## src/rtl/mc_mem_responder_pkg.sv

```systemverilog
// Shared types and defaults for the accumulator-core memory responder.
// State encoding is fixed so the boot FSM can be probed by number.
package mc_mem_responder_pkg;

    localparam int DEF_ADDR_W = 5;
    localparam int DEF_DATA_W = 8;
    localparam int DEF_CNT_W  = 16;
    localparam int MAX_LEN    = 32;

    typedef enum logic [2:0] {
        ST_CLR   = 3'd0,
        ST_LEN   = 3'd1,
        ST_DATA  = 3'd2,
        ST_CHECK = 3'd3,
        ST_RUN   = 3'd4,
        ST_ERR   = 3'd5
    } state_e;

endpackage

```

## src/rtl/mc_boot_loader.sv

```systemverilog
// Boot FSM: zero-fills memory, then takes a length/data/checksum byte
// stream over valid/ready and releases the core only on a good image.
module mc_boot_loader
    import mc_mem_responder_pkg::*;
#(
    parameter int ADDR_W = DEF_ADDR_W,
    parameter int DATA_W = DEF_DATA_W
) (
    input  logic              clk,
    input  logic              reset,
    input  logic              ld_valid,
    input  logic [DATA_W-1:0] ld_data,
    input  logic              reload,
    output logic              ld_ready,
    output logic              cpu_rst,
    output logic              load_err,
    output logic              run,
    output logic              restart,
    output logic              clr_we,
    output logic              prom_we,
    output logic [ADDR_W-1:0] wr_addr,
    output logic [DATA_W-1:0] prom_wdata
);

    localparam int PW = ADDR_W + 1;
    localparam logic [PW-1:0] DEPTH = PW'(2 ** ADDR_W);
    localparam logic [DATA_W-1:0] LEN_MAX = DATA_W'(MAX_LEN);

    state_e            state_q, state_d;
    logic [PW-1:0]     clr_idx_q, clr_idx_d;
    logic [PW-1:0]     len_q, len_d;
    logic [PW-1:0]     wptr_q, wptr_d;
    logic [DATA_W-1:0] sum_q, sum_d;
    logic              err_q, err_d;
    logic              accept;
    logic [DATA_W-1:0] chk_sum;

    assign ld_ready = (state_q == ST_LEN) || (state_q == ST_DATA)
                   || (state_q == ST_CHECK);
    assign cpu_rst  = (state_q != ST_RUN);
    assign run      = (state_q == ST_RUN);
    assign load_err = err_q;
    assign accept   = ld_valid && ld_ready;
    assign restart  = reload && (state_q != ST_CLR);
    assign chk_sum  = sum_q + ld_data;

    always_comb begin
        state_d    = state_q;
        clr_idx_d  = clr_idx_q;
        len_d      = len_q;
        wptr_d     = wptr_q;
        sum_d      = sum_q;
        err_d      = err_q;
        clr_we     = 1'b0;
        prom_we    = 1'b0;
        wr_addr    = wptr_q[ADDR_W-1:0];
        prom_wdata = ld_data;
        unique case (state_q)
            ST_CLR: begin
                clr_we     = 1'b1;
                prom_we    = 1'b1;
                wr_addr    = clr_idx_q[ADDR_W-1:0];
                prom_wdata = '0;
                clr_idx_d  = clr_idx_q + 1'b1;
                if (clr_idx_q == DEPTH - 1'b1) begin
                    state_d   = ST_LEN;
                    clr_idx_d = '0;
                end
            end
            ST_LEN: begin
                if (accept) begin
                    if (ld_data == '0 || ld_data > LEN_MAX) begin
                        state_d = ST_ERR;
                        err_d   = 1'b1;
                    end else begin
                        len_d   = ld_data[PW-1:0];
                        wptr_d  = '0;
                        sum_d   = '0;
                        state_d = ST_DATA;
                    end
                end
            end
            ST_DATA: begin
                if (accept) begin
                    prom_we = 1'b1;
                    sum_d   = chk_sum;
                    wptr_d  = wptr_q + 1'b1;
                    if (wptr_q + 1'b1 == len_q) state_d = ST_CHECK;
                end
            end
            ST_CHECK: begin
                if (accept) begin
                    if (chk_sum == '0) begin
                        state_d = ST_RUN;
                    end else begin
                        state_d = ST_ERR;
                        err_d   = 1'b1;
                    end
                end
            end
            ST_RUN, ST_ERR: begin
            end
            default: state_d = ST_CLR;
        endcase
        // A restart drops any byte accepted in the same cycle.
        if (restart) begin
            state_d   = ST_CLR;
            clr_idx_d = '0;
            err_d     = 1'b0;
            prom_we   = 1'b0;
            clr_we    = 1'b0;
        end
    end

    always_ff @(posedge clk) begin
        if (reset) begin
            state_q   <= ST_CLR;
            clr_idx_q <= '0;
            len_q     <= '0;
            wptr_q    <= '0;
            sum_q     <= '0;
            err_q     <= 1'b0;
        end else begin
            state_q   <= state_d;
            clr_idx_q <= clr_idx_d;
            len_q     <= len_d;
            wptr_q    <= wptr_d;
            sum_q     <= sum_d;
            err_q     <= err_d;
        end
    end

endmodule

```

## src/rtl/mc_mem_responder.sv

```systemverilog
// Program ROM, data RAM and fetch counter for the accumulator core,
// with the boot loader owning the program write port.
module mc_mem_responder
    import mc_mem_responder_pkg::*;
#(
    parameter int ADDR_W = DEF_ADDR_W,
    parameter int DATA_W = DEF_DATA_W,
    parameter int CNT_W  = DEF_CNT_W
) (
    input  logic              clk,
    input  logic              reset,
    input  logic [ADDR_W-1:0] prom_addr_in,
    output logic [DATA_W-1:0] prom_data_out,
    input  logic              rd,
    input  logic              wr,
    input  logic              inst_ld,
    input  logic [ADDR_W-1:0] mem_addr_in,
    input  logic [DATA_W-1:0] mem_data_in,
    output logic [DATA_W-1:0] mem_data_out,
    input  logic              ld_valid,
    input  logic [DATA_W-1:0] ld_data,
    output logic              ld_ready,
    input  logic              reload,
    output logic              cpu_rst,
    output logic              load_err,
    output logic [CNT_W-1:0]  fetch_cnt
);

    localparam int DEPTH = 2 ** ADDR_W;

    logic [DATA_W-1:0] prom_q [DEPTH];
    logic [DATA_W-1:0] ram_q  [DEPTH];
    logic [CNT_W-1:0]  fetch_cnt_q, fetch_cnt_d;

    logic              run;
    logic              restart;
    logic              clr_we;
    logic              prom_we;
    logic [ADDR_W-1:0] wr_addr;
    logic [DATA_W-1:0] prom_wdata;

    mc_boot_loader #(
        .ADDR_W (ADDR_W),
        .DATA_W (DATA_W)
    ) u_loader (
        .clk        (clk),
        .reset      (reset),
        .ld_valid   (ld_valid),
        .ld_data    (ld_data),
        .reload     (reload),
        .ld_ready   (ld_ready),
        .cpu_rst    (cpu_rst),
        .load_err   (load_err),
        .run        (run),
        .restart    (restart),
        .clr_we     (clr_we),
        .prom_we    (prom_we),
        .wr_addr    (wr_addr),
        .prom_wdata (prom_wdata)
    );

    always_ff @(posedge clk) begin
        if (prom_we) prom_q[wr_addr] <= prom_wdata;
        if (clr_we) begin
            ram_q[wr_addr] <= '0;
        end else if (wr && run) begin
            ram_q[mem_addr_in] <= mem_data_in;
        end
    end

    assign prom_data_out = prom_q[prom_addr_in];
    assign mem_data_out  = rd ? ram_q[mem_addr_in] : '0;
    assign fetch_cnt     = fetch_cnt_q;

    always_comb begin
        fetch_cnt_d = fetch_cnt_q;
        if (restart) begin
            fetch_cnt_d = '0;
        end else if (inst_ld && run && fetch_cnt_q != '1) begin
            fetch_cnt_d = fetch_cnt_q + 1'b1;
        end
    end

    always_ff @(posedge clk) begin
        if (reset) fetch_cnt_q <= '0;
        else       fetch_cnt_q <= fetch_cnt_d;
    end

endmodule

```

## config.mk

```make
export PLATFORM = sky130hd
export DESIGN_NAME = mc_mem_responder
export DESIGN_NICKNAME = d
export VERILOG_FILES = /design/src/rtl/mc_mem_responder_pkg.sv /design/src/rtl/mc_boot_loader.sv /design/src/rtl/mc_mem_responder.sv
export SDC_FILE = /design/constraint.sdc
export NUM_CORES = 1
export LEC_CHECK = 0
export CAP_MARGIN = 30
export CORE_ASPECT_RATIO = 1.5
export CORE_MARGIN = 2
export CORE_UTILIZATION = 49
export DETAILED_ROUTE_END_ITERATION = 16
export DONT_BUFFER_PORTS = 1
export SYNTH_ARGS = -nofsm -noshare
export SYNTH_HDL_FRONTEND = slang
export SYNTH_SLANG_ARGS = --single-unit
```

## constraint.sdc

```tcl
create_clock -name clk -period 3.8 [get_ports clk]
set_clock_uncertainty 0.1 [all_clocks]
set_input_delay 0.57 -clock clk [delete_from_list [all_inputs] [get_ports clk]]
set_output_delay 0.57 -clock clk [all_outputs]
set_load 0.05 [all_outputs]
```

==> flow_summary.toml, run 1 <==
[floorplanning]
dieArea_mm2 = 0.0477
die_width_um = 179
die_h_um = 267
num_rows = 96
core_mm2 = 0.0455
io_pins = 68
start_util_pct = 49.5

[cts]
cts_resized = 0
cts_made_buffers = 50
clk_latency_ns = 0.56
clock-root-buffer = "clkbuf_16"
cts_max_level = 2
postCtsHoldBufs = 1
postCtsSetupBuffers = 0
cts_num_sinks = 558
cts.clk_slew.worst_paths_ns = 0.06
clockBufferDepth = 3
cts_tree = "yes"

[critical_path]
cpPeakStageDelay_ns = 0.55
crit_type = "reg2out"
crit_chain = "mux4_2 > mux4_2 > mux2i_1 > nor2b_1 > buf_4"
cp_data_required_time_ns = 3.13
critPathLaunchType = "flip-flop"
reg2reg_depth = 6
crit_path_end_kind = "primary output"
slowest_stage = "mux4_2"
cp_max_fo = 1
r2r_start = "u_loader.state_q[0]"
cpMostUsedCell = "mux4_2"
worst-r2r-setup-slack_ns = 0.64
arrival_ns = 2.51
r2r_end = "ram_q[1][4]"

[cells_and_area]
fillers = 3446
final_layout_size_suffix_gt1_share_pct = 24.0
layout.nets = 1284
area_growth_pct = 11.6
final_area_mm2 = 0.0251

[route]
dr.pass1.iters = 6
drc = 0
vias_per_cell = 5.77
wirelength_um = 46800
detail-route-antenna-nets = 0
vias = 10800
first_iter_violations = 858
wl_per_cell_um = 25.1

[timing]
period_minus_slack_ns = 3.18
fmax_ghz = 0.315
relSlewSlack_pct = 37.5
rsz0062_at_grt = "no"
tightest_slew_ns = 0.936
slew_violations = 0
holdWs_ns = 0.0592
period_share_pct = 83.6
tns_ns = 0
setup_viol = 0
finalHoldViolCount = 0

[grt]
overflow = 0
grt_pass1_vias = 11200
grtUsageTotal_pct = 20.2
grt_pass1_wl_um = 70400
grt_max_degree = 67
antenna_found_initial = 2

[worst_hold_path]
worst_hold_startpoint = "ld_data[5]"
min_path_type = "in2reg"
holdPathStages = 2
min_to = "u_loader.len_q[5]"

[logic_synthesis]
syn_nets = 1226
yosysTopAreaCell = "edfxtp_1"
synth.avg_cell_area_um2 = 19.1
ys_warn_count = 0
synth_seq_area_share_pct = 72.3
ys_ff_latch = 558
async_flop_share_pct = 0
syn_inst = 1182
synth_edf_count = 512
yosysMostFrequentCell = "edfxtp_1"
synthFlopType = "edfxtp_1"
syn_area_mm2 = 0.0225
post-synth-top-area-fraction_pct = 68.2
synth_common_cells = "edfxtp_1 (512), mux4_2 (160), nor2_1 (111)"
synthTopCellsByArea = "edfxtp_1 (68%), mux4_2 (16%), dfxtp_1 (4.1%)"
synth_cell_type_count = 49

[placed_design]
numPortBuffers = 0
hpwl_um = 30500
post_dp_cell_area_mm2 = 0.0235
place_congestion = 0.811

[power]
max-vdd-ir-drop_uv = 423
leakagePower_uw = 0.00915
powerDensity_mw_per_mm2 = 479

[run_status]
outcome = "finished clean"

[flow_run]
max-cap-violations = 0
-- worst max-delay path by stage --
stage / startpoint / end / cells after the start
final: ram_q[15][3] / mem_data_out[3] / 5
after global routing: u_loader.state_q[0] / ram_q[1][5] / 6
after CTS: ram_q[15][3] / mem_data_out[3] / 5
after detailed placement: u_loader.state_q[1] / ram_q[7][2] / 8
after global placement: u_loader.state_q[1] / ram_q[6][2] / 8
after floorplan: mem_addr_in[1] / mem_data_out[6] / 6
-- layout by cell type, fill, tap and decap left out, drive strengths merged, types with 2 or more instances in the layout --
cell type / netlist / final
a211oi: 6 / 6
a21o: 4 / 4
a21oi: 20 / 20
a311oi: 2 / 2
a31oi: 3 / 3
and2: 18 / 18
and3: 4 / 4
buf: 24 / 67
bufinv: 0 / 6
clkbuf: 38 / 63
clkinv: 0 / 15
clkinvlp: 0 / 3
dfxtp: 46 / 46
diode: 0 / 2
edfxtp: 512 / 512
ha: 10 / 10
inv: 1 / 2
mux2: 9 / 9
mux2i: 20 / 20
mux4: 160 / 160
nand2: 56 / 56
nand2b: 4 / 4
nand3: 31 / 31
nand3b: 5 / 5
nand4: 5 / 5
nor2: 111 / 111
nor2b: 11 / 11
nor3: 6 / 6
o21a: 5 / 5
o21ai: 9 / 9
o21bai: 2 / 2
o22ai: 2 / 2
o31ai: 3 / 3
or3: 6 / 6
or4: 3 / 3
xnor2: 12 / 12
xor2: 22 / 22
-- metrics by stage --
| step | setup WS, ns | cells | total power, uW | utilization (%) |
|---|---|---|---|---|
| 2_1_floorplan | 0.677 | 1182 | 7140 | - |
| 3_3_place_gp | 0.766 | 1774 | 7150 | 51.6 |
| 3_5_place_dp | 0.687 | 1775 | 7150 | 51.6 |
| 4_1_cts | 0.587 | 1864 | 12200 | 55.2 |
| 5_1_grt | 0.427 | 1866 | 12400 | 55.2 |
| 6_report | 0.621 | 1866 | 12000 | 55.2 |
-- critical path, delay by kind of cell (launching register included) --
family / cells / cell delay (ns)
muxes: 3 / 1.31
DFF: 1 / 0.36
buffers and inverters: 1 / 0.20
and+or+nand+nor: 1 / 0.09
-- sequential cells by signal, indices dropped and copies added (netlist names) --
signal	count
u_loader.load_err	1
prom_q	256
fetch_cnt	16
u_loader.wptr_q	6
u_loader.state_q	3
u_loader.clr_idx_q	6
u_loader.sum_q	8
ram_q	256
u_loader.len_q	6
-- report_power, final --
| group | internal (uW) | switching [uW] |
|---|---|---|
| logic | 165 | 171 |
| clock network | 2890 | 2110 |
| registers | 6670 | 17.0 |
| total | 9730 | 2300 |
-- final cells by class --
cell class | instances | area [um^2] | area share [%]
antenna | 2 | 5.00 | 0.0199
clock buffer | 63 | 1340 | 5.34
clock inverter | 25 | 272 | 1.08
inverter | 1 | 3.75 | 0.0149
multi-input combinational | 561 | 5960 | 23.7
sequential | 558 | 16300 | 64.8
tap | 588 | 736 | 2.93
timing repair buffer | 68 | 520 | 2.07
-- routing by layer --
layer	wire length (um)	global-route usage, %	up-vias	share of wire [%]
li1	-	-	4861	-
met1	18000	24.9	5598	38
met2	25200	35.6	220	54
met3	1730	2.96	87	3.7
met4	1850	8.06	0	4.0
met5	0	0	-	0
-- kinds of logic after synthesis --
family / Yosys count / synth area share (%)
adders and majority gates: 11 / 0.644
AOI/OAI and AO/OA: 61 / 1.72
muxes: 189 / 17.3
DFF: 558 / 72.3
xor gates and xnor gates: 34 / 1.32
and+or+nand+nor: 266 / 5.43
buffers and inverters: 63 / 1.22
No activity file was read; power rests on OpenSTA's default activity.
==> run 2, diff against run 1 <==
PLACE_DENSITY = 0.66   (was not set)
clock period = 2.87 ns   (was 3.8 ns; I/O delays follow)
==> run 2 against run 1 <==
Compared with the run above:
- critical path depth stayed put
- global-route usage fell by 0.26 points
- hold slack better by 0.040 ns
- largest cell class unchanged
- the flow now finishes with violations (setup timing)
- non-clock buffer count increased by 54
==> flow_summary.toml, run 2 (same netlist as run 1, synthesis figures left out) <==
[run_status]
outcome = "finished, violations left"
violations = "setup timing"

[worst_hold_path]
min_path_type = "in2reg"
holdPathStages = 3

[grt]
grt_max_degree = 67
grt_pass1_vias = 11600
overflow = 0
grt_pass1_wl_um = 69800
grtUsageTotal_pct = 19.9
antenna_found_initial = 2

[critical_path]
worst-r2r-setup-slack_ns = 0.19
crit_type = "reg2out"
crit_cells = 5
crit_path_end_kind = "primary output"
endpoint = "mem_data_out[4]"
cpPeakStageDelay_ns = 0.53
r2r_start = "u_loader.state_q[2]"
worstSetupStartpoint = "ram_q[19][4]"
cp_top_family = "multiplexers"
cp_data_required_time_ns = 2.34
critPathLaunchType = "flip-flop"
slowest_stage = "mux4_2"
cp_max_fo = 1
cpMostUsedCell = "mux4_2"
reg2reg_depth = 6
arrival_ns = 2.43
r2r_end = "ram_q[8][1]"
crit_chain = "mux4_2 > mux4_2 > mux2i_2 > nor2b_1 > buf_6"
cp_num_buf_inv = 1

[placed_design]
hpwl_um = 30400
place_congestion = 0.840
numPortBuffers = 0
dp_cells = 1821
post_dp_cell_area_mm2 = 0.0240

[timing]
fin_ws_ns = -0.0875
tightest_slew_ns = 0.871
setup_viol = 6
period_share_pct = 103
period_minus_slack_ns = 2.96
finalHoldViolCount = 0
fmax_ghz = 0.338
slew_violations = 0
rsz0062_at_grt = "yes"
tns_ns = -0.206
relSlewSlack_pct = 41.7

[cts]
clockBufferDepth = 3
postCtsSetupBuffers = 0
cts_num_sinks = 558
cts_max_level = 2
cts.clk_slew.worst_paths_ns = 0.06
clk_latency_ns = 0.57
clock-root-buffer = "clkbuf_16"
cts_tree = "yes"
cts_made_buffers = 49

[route]
drc = 0
wl_met2_um = 26300
top_layer_used = "met4"
dr.pass1.iters = 7
wl_met1_um = 16900
first_iter_violations = 753
wl_met3_um = 1660
vias = 11100
detail-route-antenna-nets = 0
wl_per_cell_um = 24.1
vias_per_cell = 5.79
wirelength_um = 46300

[floorplanning]
die_width_um = 179
dieArea_mm2 = 0.0477
start_util_pct = 49.5
core_mm2 = 0.0455
num_rows = 96
io_pins = 68
die_h_um = 267

[cells_and_area]
finalNonFillerCells = 1921
final_area_mm2 = 0.0258
final_cell_mix = "edfxtp_1 (512), mux4_2 (160), nor2_1 (111)"
fillers = 3374
final_layout_size_suffix_gt1_share_pct = 27.6
area_growth_pct = 14.5
layout_commonest_cell = "edfxtp_1"
fin_util_pct = 56.7
layout.nets = 1337

[flow_run]
max-cap-violations = 0

[power]
max-vdd-ir-drop_uv = 581
powerDensity_mw_per_mm2 = 607
leakagePower_uw = 0.00947
combPwrFrac_pct = 3.2
switching_share_pct = 19.5
clockPowerShare_pct = 40.3
p_switching_uw = 3060
power_uw = 15700
p_int_uw = 12600
p_seq_share_pct = 56.5
run 2: routing by layer:
| metal | track usage (%) | vias to the layer above |
|---|---|---|
| met1 | 23.1 | 5785 |
| met5 | 0 | - |
| met4 | 6.81 | 0 |
| met2 | 37.4 | 257 |
| li1 | - | 4984 |
| met3 | 2.74 | 92 |
run 2: layout make-up:
cell class	instances	area, um^2	area share, %
antenna	2	5.00	0.0194
clock buffer	64	1330	5.14
clock inverter	25	206	0.800
inverter	1	3.75	0.0145
multi-input combinational	561	6130	23.7
sequential	558	16300	63.2
tap	588	736	2.85
timing repair buffer	122	1110	4.29
run 2: power by group through the flow:
stage / Sequential (uW) / Clock, uW / Combinational [uW]
after floorplan: 9020 / 0 / 438
after global placement: 9020 / 0 / 459
after detailed placement: 9030 / 0 / 463
after CTS: 8850 / 6450 / 503
after global routing: 8850 / 6740 / 528
final: 8850 / 6320 / 503
run 2: how the worst min path moves through the flow:
stage,slack [ns],from,to
floorplan,0.35,u_loader.sum_q[0],u_loader.sum_q[0]
global placement,0.36,u_loader.sum_q[0],u_loader.sum_q[0]
detailed placement,0.36,u_loader.sum_q[4],u_loader.sum_q[4]
CTS,0.07,ld_data[0],u_loader.sum_q[0]
global route,0.09,ld_data[0],u_loader.sum_q[0]
finish,0.1,ld_data[0],u_loader.sum_q[0]
run 2: what timing repair did:
action,4_1_cts,5_1_grt
hold endpoints to repair,21,0
resized for setup,34,3
hold buffers,7,0
pin swaps,0,0
endpoints found under the setup margin,16,16
run 2: metrics by stage:
stage	hold slack [ns]	setup slack [ns]
after global routing	0.0928	-0.142
after detailed placement	0.360	0.140
after CTS	0.0674	-0.114
after global placement	0.355	0.145
after floorplan	0.352	0.0265
final	0.0993	-0.0875
run 2: worst reg2reg max path, delay by kind of cell, from the launching register on:
kind | cells | cell delay (ns)
buf+inv | 1 | 0.18
compound gates | 1 | 0.53
simple gates | 3 | 1.02
mux | 1 | 0.25
flops | 1 | 0.31
==> run 3, diff against run 2 <==
CORE_MARGIN = not set   (was 2)
SKIP_LAST_GASP = 1   (was not set)
TNS_END_PERCENT = 100   (was not set)
==> run 3 against run 2 <==
Compared with the run above:
- the flow still finishes with violations (setup timing)
- critical path depth stayed put
- final cell count is 0.52% lower
- total power is 0.90% higher
- core utilization is 0.48 points higher
- non-clock buffer count is 5 lower
- maximum frequency is 1.0% lower
- largest cell class unchanged
- largest power group unchanged
==> flow_summary.toml, run 3 (same netlist as run 1, synthesis figures left out) <==
[run_status]
outcome = "finished, violations left"
violations = "setup timing"

[grt]
grt_max_degree = 67
antenna_found_initial = 2
grtUsageTotal_pct = 20.2
grt_pass1_wl_um = 69500
overflow = 0
grt_pass1_vias = 11500

[placed_design]
post_dp_cell_area_mm2 = 0.0239
dp_cells = 1812
place_congestion = 0.843
hpwl_um = 30300
numPortBuffers = 0

[floorplanning]
io_pins = 68
start_util_pct = 50.0
dieArea_mm2 = 0.0469
die_width_um = 177
die_h_um = 265
num_rows = 95
core_mm2 = 0.0450

[timing]
rsz0062_at_grt = "yes"
period_share_pct = 104
relSlewSlack_pct = 42.9
fin_ws_ns = -0.118
finalHoldViolCount = 0
slew_violations = 0
setup_viol = 7
tightest_slew_ns = 0.853
tns_ns = -0.323
holdWs_ns = 0.0782
period_minus_slack_ns = 2.99
fmax_ghz = 0.335

[power]
p_seq_share_pct = 56.0
p_switching_uw = 3090
combPwrFrac_pct = 3.2
switching_share_pct = 19.5
powerDensity_mw_per_mm2 = 614
max-vdd-ir-drop_uv = 603
leakagePower_uw = 0.00946
p_int_uw = 12700
clockPowerShare_pct = 40.8

[cts]
cts_num_sinks = 558
clock-root-buffer = "clkbuf_16"
cts_max_level = 2
cts.clk_slew.worst_paths_ns = 0.06
clockBufferDepth = 3
clk_latency_ns = 0.56
postCtsSetupBuffers = 0
cts_made_buffers = 52
cts_tree = "yes"

[critical_path]
crit_path_end_kind = "primary output"
arrival_ns = 2.46
cp_max_fo = 1
cp_data_required_time_ns = 2.34
critPathLaunchType = "flip-flop"
crit_type = "reg2out"
worstSetupStartpoint = "ram_q[23][0]"
worst-r2r-setup-slack_ns = 0.23
r2r_start = "u_loader.state_q[0]"

[route]
wl_per_cell_um = 24.1
vias = 10900
first_iter_violations = 698
detail-route-antenna-nets = 0
dr.pass1.iters = 5
drc = 0
wirelength_um = 46100
vias_per_cell = 5.73

[cells_and_area]
fillers = 3330
final_cell_mix = "edfxtp_1 (512), mux4_2 (160), nor2_1 (111)"
layout.nets = 1335
area_growth_pct = 14.3
finalNonFillerCells = 1911
fin_util_pct = 57.2
multi_input_area_mm2 = 0.00612
final_layout_size_suffix_gt1_share_pct = 27.4
seq_area_mm2 = 0.0163
layout_commonest_cell = "edfxtp_1"
final_area_mm2 = 0.0258

[worst_hold_path]
worst_hold_startpoint = "mem_data_in[0]"
min_path_type = "in2reg"

[flow_run]
max-cap-violations = 0
==> run 3: changes by cell type in the layout (fill, tap and decap cells not counted), sizes merged <==
| cell | before | now |
|---|---|---|
| clkinv | 15 | 19 |
| clkinvlp | 6 | 3 |
| buf | 113 | 110 |
| clkbuf | 66 | 64 |
==> run 3: layout make-up <==
type                    instances  area share (%)
repair buffers                117            3.94
inverters                       1          0.0146
flip-flops and latches        558            63.3
diodes                          2          0.0194
clock buffers                  64            5.31
clock inverters                26           0.826
multi-input cells             561            23.8
well taps                     582            2.83
==> run 3: worst max-delay path: stages, from the launching register on <==
cell	delay (ns)
edfxtp_1	0.37
mux4_2	0.49
mux4_2	0.54
mux2i_2	0.24
nor2b_1	0.09
buf_6	0.16
==> run 3: routing by layer <==
metal  vias to the layer above  part of all wire [%]  GRT usage (%)
li1                       4967                     -              -
met1                      5642                    36           22.9
met2                       246                    56           37.6
met3                        93                   3.8           2.67
met4                         0                   4.0           8.69
met5                         -                     0              0
==> run 3: final timing paths <==
path | end | cells past startpoint
worst max-delay path | mem_data_out[0] | 5
worst min-delay path | ram_q[14][0] | 1
worst max register to register | ram_q[19][6] | 8
worst min register to register | u_loader.sum_q[3] | 2
==> run 3: through the flow <==
step	setup slack, ns	total power, uW
global placement	0.143	9480
global route	-0.178	16200
CTS	-0.145	16000
floorplan	0.0265	9460
finish	-0.118	15800
detailed placement	0.153	9490
==> run 3: power by group through the flow <==
stage                     clock, uW  combinational [uW]  sequential (uW)
after global placement            0                 454             9020
after floorplan                   0                 438             9020
final                          6460                 500             8850
after global routing           6870                 520             8860
after CTS                      6620                 500             8850
after detailed placement          0                 459             9030
==> run 3: repair_timing <==
action / 4_1_cts / 5_1_grt
setup endpoints to repair: 16 / 16
endpoints found under the hold margin: 21 / 0
resized for setup: 35 / 3
gates cloned: 0 / 0
hold buffers: 7 / 0
